$ cat config.mk
export PLATFORM = sky130hd
export DESIGN_NAME = gf_mult_arbiter
export DESIGN_NICKNAME = d
export VERILOG_FILES = /design/src/rtl/gf_mult_pkg.sv /design/src/rtl/gf_mult_arbiter_rr_arbiter.sv /design/src/rtl/gf_mult_arbiter.sv
export SDC_FILE = /design/constraint.sdc
export NUM_CORES = 2
export LEC_CHECK = 0
export CORE_AREA = 2 2 761 763
export DETAILED_ROUTE_END_ITERATION = 12
export DIE_AREA = 0 0 763 765
export DONT_BUFFER_PORTS = 1
export PLACE_DENSITY = 0.3
export SLEW_MARGIN = 20
export SYNTH_ARGS = -nofsm -noshare
export SYNTH_HDL_FRONTEND = slang
export SYNTH_HIERARCHICAL = 1
export SYNTH_SLANG_ARGS = --single-unit
$ cat constraint.sdc
create_clock -name clk -period 22.2 [get_ports clk]
set_input_delay 4.44 -clock clk [delete_from_list [all_inputs] [get_ports clk]]
set_output_delay 4.44 -clock clk [all_outputs]
set_load 0.01 [all_outputs]
$ cat src/rtl/gf_mult_pkg.sv
// Shared types and constants for the GF(2^163) multiplier arbiter.
package gf_mult_pkg;

    localparam int M = 163;
    localparam int TIMEOUT_CYC_DEFAULT = 200;

    typedef enum logic [2:0] {
        IDLE,
        ISSUE,
        WAIT,
        ABORT,
        RESP
    } state_t;

endpackage

$ cat src/rtl/gf_mult_arbiter_rr_arbiter.sv
// Combinational round-robin picker: first set request at or after ptr, wrapping to 0.
module rr_arbiter #(
    parameter int NUM_REQ = 4,
    localparam int IDW = $clog2(NUM_REQ)
) (
    input  logic [NUM_REQ-1:0] req,
    input  logic [IDW-1:0]     ptr,
    output logic [NUM_REQ-1:0] grant,
    output logic [IDW-1:0]     idx,
    output logic               valid
);

    logic [IDW:0] cand;

    // Scanning offsets from far to near lets the nearest candidate overwrite the others.
    always_comb begin
        idx   = '0;
        valid = 1'b0;
        cand  = '0;
        for (int k = NUM_REQ - 1; k >= 0; k--) begin
            cand = {1'b0, ptr} + (IDW + 1)'(k);
            if (cand >= (IDW + 1)'(NUM_REQ)) begin
                cand = cand - (IDW + 1)'(NUM_REQ);
            end
            if (req[cand[IDW-1:0]]) begin
                idx   = cand[IDW-1:0];
                valid = 1'b1;
            end
        end
        grant = valid ? (NUM_REQ'(1) << idx) : '0;
    end

endmodule

$ cat src/rtl/gf_mult_arbiter.sv
// Shares one GF(2^163) multiplier among NUM_REQ requesters with round-robin
// arbitration, start/done sequencing and a watchdog that clears a hung multiplier.
module gf_mult_arbiter
    import gf_mult_pkg::*;
#(
    parameter int NUM_REQ     = 4,
    parameter int M           = gf_mult_pkg::M,
    parameter int TIMEOUT_CYC = TIMEOUT_CYC_DEFAULT,
    localparam int IDW = $clog2(NUM_REQ),
    localparam int WDW = $clog2(TIMEOUT_CYC)
) (
    input  logic                 clk,
    input  logic                 rst,
    input  logic [NUM_REQ-1:0]   req,
    input  logic [NUM_REQ*M-1:0] opa,
    input  logic [NUM_REQ*M-1:0] opb,
    output logic [NUM_REQ-1:0]   grant,
    output logic                 rsp_valid,
    output logic [IDW-1:0]       rsp_id,
    output logic [M-1:0]         rsp_data,
    output logic                 rsp_err,
    output logic                 busy,
    output logic [M-1:0]         mult_a,
    output logic [M-1:0]         mult_b,
    output logic                 mult_start,
    output logic                 mult_clr,
    input  logic                 mult_done,
    input  logic [M-1:0]         mult_z
);

    state_t              state;
    logic [IDW-1:0]      rr_ptr;
    logic [IDW-1:0]      owner;
    logic [WDW-1:0]      watchdog;
    logic [NUM_REQ-1:0]  arb_grant;
    logic [IDW-1:0]      arb_idx;
    logic                arb_valid;
    logic [M-1:0]        sel_a;
    logic [M-1:0]        sel_b;

    rr_arbiter #(
        .NUM_REQ (NUM_REQ)
    ) u_rr_arbiter (
        .req   (req),
        .ptr   (rr_ptr),
        .grant (arb_grant),
        .idx   (arb_idx),
        .valid (arb_valid)
    );

    always_comb begin
        sel_a = '0;
        sel_b = '0;
        for (int i = 0; i < NUM_REQ; i++) begin
            if (arb_grant[i]) begin
                sel_a = opa[i*M +: M];
                sel_b = opb[i*M +: M];
            end
        end
    end

    assign busy = (state != IDLE);

    // Each state's actions take effect on the edge that leaves it, so every output is a flop.
    always_ff @(posedge clk or posedge rst) begin
        if (rst) begin
            state      <= IDLE;
            rr_ptr     <= '0;
            owner      <= '0;
            watchdog   <= '0;
            grant      <= '0;
            rsp_valid  <= 1'b0;
            rsp_id     <= '0;
            rsp_data   <= '0;
            rsp_err    <= 1'b0;
            mult_a     <= '0;
            mult_b     <= '0;
            mult_start <= 1'b0;
            mult_clr   <= 1'b0;
        end else begin
            grant     <= '0;
            rsp_valid <= 1'b0;
            mult_clr  <= 1'b0;
            case (state)
                IDLE: begin
                    if (arb_valid) begin
                        mult_a  <= sel_a;
                        mult_b  <= sel_b;
                        grant   <= arb_grant;
                        owner   <= arb_idx;
                        rr_ptr  <= (arb_idx == IDW'(NUM_REQ - 1)) ? '0 : arb_idx + 1'b1;
                        rsp_err <= 1'b0;
                        state   <= ISSUE;
                    end
                end
                ISSUE: begin
                    mult_start <= 1'b1;
                    watchdog   <= '0;
                    state      <= WAIT;
                end
                WAIT: begin
                    // A done arriving on the watchdog's last cycle still counts as success.
                    if (mult_done) begin
                        rsp_data   <= mult_z;
                        mult_start <= 1'b0;
                        rsp_valid  <= 1'b1;
                        rsp_id     <= owner;
                        state      <= RESP;
                    end else if (watchdog == WDW'(TIMEOUT_CYC - 1)) begin
                        mult_start <= 1'b0;
                        mult_clr   <= 1'b1;
                        state      <= ABORT;
                    end else begin
                        watchdog <= watchdog + 1'b1;
                    end
                end
                ABORT: begin
                    rsp_data  <= '0;
                    rsp_err   <= 1'b1;
                    rsp_valid <= 1'b1;
                    rsp_id    <= owner;
                    state     <= RESP;
                end
                RESP: begin
                    state <= IDLE;
                end
                default: begin
                    state <= IDLE;
                end
            endcase
        end
    end

endmodule
==> results.toml <==
[setup_path]
worstPathArrival_ns = 9.39
critPathKind = "in2reg"
critPathMaxFanout = 81
cp_cell_sequence = "nor2b_1, nor3_1, o31a_1, nor2b_4, buf_12, buf_4, buf_4, buf_4, buf_4, a221oi_1, a211o_1, a21oi_1"
worst_path_most_repeated_cell = "buf_4"
worstSetupEndpointType = "flip-flop"
required_ns = 22.94
r2r-start = "rr_ptr[1]"
cp_slowest_cell = "buf_4"
cpLargestDelayFamily = "buffers and inverters"
crit_path_start_kind = "primary input"
path_buf_inv = 5
rrSetupSlack_ns = 16.68
timing.rr.end = "mult_b[11]"
critical_path.max_stage_delay_ns = 0.70
reg2reg_depth = 12

[clocking]
cts_setup_buffers = 0
cts_root_buf = "clkbuf_16"
clk_pin_slew_worst_paths_ns = 0.06
cts_sinks = 514
numCtsBuffers = 81
hold_buffers = 0
clkLatencyLatePin_ns = 0.89
cts-resized-gates = 0
cts_tree = "yes"
cts.path.max_buffers = 4
ctsHtreeMaxLevel = 3

[synth]
synth_area_per_cell_um2 = 9.053
synthArstFlopShare_pct = 100.0
synth.net_count = 4566
synth_area_mm2 = 0.02797
ys_seq_area_share_pct = 45.98
post_synth_num_cell_types = 47
synth_seq_cells = 514
synth_edf_count = 0
synthFlopType = "dfrtp_1"
synthCells = 3090
ys_warn_count = 6

[power]
p_sw_share_pct = 54.82
internal_power_mw = 3.072
seq_power_share_pct = 42.2
power_switching_mw = 3.728
p_comb_share_pct = 36.9
peakVddDrop_mv = 0.08677
power_density_mw_per_mm2 = 171.7
power_frac_clock_pct = 21.0
leakagePower_nw = 14.04

[detailed_routing]
vias_per_cell = 2.746
drt_iter0_drc = 2874
vias = 29285
avgRoutedWirePerCell_um = 38.10
drc = 0
ant_nets = 0
routed_wirelength_um = 406300
first_pass_iters = 6

[min_path]
hp-class = "reg2reg"
whs_path_depth = 1
min_to = "watchdog[7]"
hold_path.startpoint = "watchdog[7]"

[cells_and_area]
instances_no_fill = 10665
final_cell_area_mm2 = 0.03961
final_util_pct = 6.881
final_nets = 4385
final_layout_size_suffix_gt1_share_pct = 7.591
syn_to_final_growth_pct = 41.60

[timing]
hold_viol_final = 0
period_needed_ns = 8.649
holdWs_ns = 0.4992
rsz0062_at_grt = "false"
worst_pin_slew_ns = 1.100
period_share_pct = 38.96
fin_skew_ns = 0.1025
drv_slew = 0
finalSetupTns_ns = 0
max_freq_ghz = 0.1156
setup_viol = 0
maxSlewHeadroom_pct = 26.68

[floorplanning]
io-pin-count = 1974
die_area_mm2 = 0.5837
dieHeight_um = 765
core_area_mm2 = 0.5756
rows = 279
start_util_pct = 4.859
die_w_um = 763

[place]
gp_congestion = 0.9523
placed_cell_area_mm2 = 0.03662
post-dp-hpwl_um = 359500
dp.cells = 10413
portBuffers = 0

[global_route]
grt.overflow.total = 0
grt_max_degree = 117
grt_pass1_vias = 28029
grt.total_usage_pct = 13.24
antenna_found_initial = 412
grt_first_pass_wirelength_um = 469000

[status]
status = "finished, final reports clean"

[run]
maxCapViolations = 0
-- registers in the layout, indices dropped and copies added, names as in the netlist, 3 cells and up --
signal    count
grant         4
mult_b      163
rsp_data    163
state         3
mult_a      163
watchdog      8
-- worst max path at each step --
stage	start	endpoint	cells past startpoint
after global placement	req[2]	mult_b[29]	12
after global routing	req[2]	mult_b[11]	12
after CTS	req[2]	mult_b[11]	12
final	req[2]	mult_b[11]	12
after detailed placement	req[2]	mult_b[11]	12
after floorplan	rst	grant[0]	1
-- cells in the final DEF (no fill, tap or decap), drive strengths merged, types with 2 or more instances in the layout --
cell type / synthesis / routed
a211o: 324 / 324
a21o: 2 / 2
a21oi: 663 / 663
a221oi: 325 / 325
a22o: 163 / 163
a31oi: 7 / 7
a41oi: 2 / 2
and2: 5 / 5
and3: 3 / 3
buf: 152 / 73
bufinv: 0 / 11
clkbuf: 185 / 102
clkinv: 0 / 15
clkinvlp: 0 / 6
dfrtp: 514 / 514
diode: 0 / 114
ha: 2 / 2
inv: 332 / 336
nand2: 29 / 29
nand2b: 3 / 3
nand3: 3 / 3
nor2: 341 / 341
nor2b: 4 / 4
nor3: 3 / 3
o21ai: 9 / 9
o31ai: 2 / 2
or3: 3 / 3
-- routing by layer --
| metal | GRT usage [%] | up-vias | share of wire, % |
|---|---|---|---|
| met4 | 4.686 | 152 | 4.2 |
| li1 | - | 11222 | - |
| met1 | 15.72 | 14572 | 40 |
| met3 | 7.395 | 867 | 13 |
| met5 | 0.3816 | - | 0.25 |
| met2 | 19.88 | 2472 | 42 |
-- through the flow --
| step | power [mW] | worst slack [ns] |
|---|---|---|
| final | 6.801 | 13.55 |
| after global routing | 7.259 | 13.32 |
| after CTS | 6.990 | 13.61 |
| after detailed placement | 5.471 | 12.69 |
| after global placement | 5.453 | 12.80 |
| after floorplan | 3.560 | 3.403 |
-- cells by family after synthesis --
family / count (synthesis) / synth area share [%]
AOI/OAI and AO/OA: 1503 / 38.02
buffers and inverters: 669 / 10.10
DFF: 514 / 45.98
and+or+nand+nor: 401 / 5.774
adders and majority gates: 2 / 0.08944
muxes: 1 / 0.03578
-- cell type report --
class,instances,area (um^2)
repair buffers,73,635.6
fillers,67493,536000
clock buffers,102,2196
multi-input cells,1907,12380
clock inverters,36,504.2
diodes,114,285.3
inverters,332,1254
well taps,7587,9493
flip-flops and latches,514,12860
-- worst reg2reg max path: stages (launching register included) --
cell and delay (ns):
dfrtp_1 0.47, inv_1 0.14, nor3_1 0.21, o31a_1 0.49, nor2b_4 0.27, buf_12 0.40
buf_4 0.66, buf_4 0.64, buf_4 0.65, buf_4 0.73, a221oi_1 0.36, a211o_1 0.33
a21oi_1 0.14
-- power by group through the flow --
stage	logic, mW	clock network, mW	registers [mW]
4_1_cts	2.58	1.51	2.90
5_1_grt	2.79	1.52	2.95
6_report	2.51	1.43	2.87
2_1_floorplan	1.70	0	1.86
3_5_place_dp	2.56	0	2.91
3_3_place_gp	2.53	0	2.92
-- synth_stat cells (all sizes together) (2+ instances only) --
cell type  number  area (um^2)
and2            5        31.28
a211o         324         2838
o21ai           9        45.04
o31ai           2        15.01
or3             3        18.77
inv           332         1246
nor3            3        15.01
a21oi         663         3329
nor2b           4        25.02
and3            3        18.77
dfrtp         514        12860
nand2b          3        26.27
clkbuf        185        694.4
ha              2        25.02
a31oi           7        43.79
nand2          29        108.9
a41oi           2        17.52
nor2          341         1282
nand3           3        15.01
a21o            2        16.27
buf           152        884.6
a221oi        325         2853
a22o          163         1428
No activity file was read; power rests on OpenSTA's default activity.
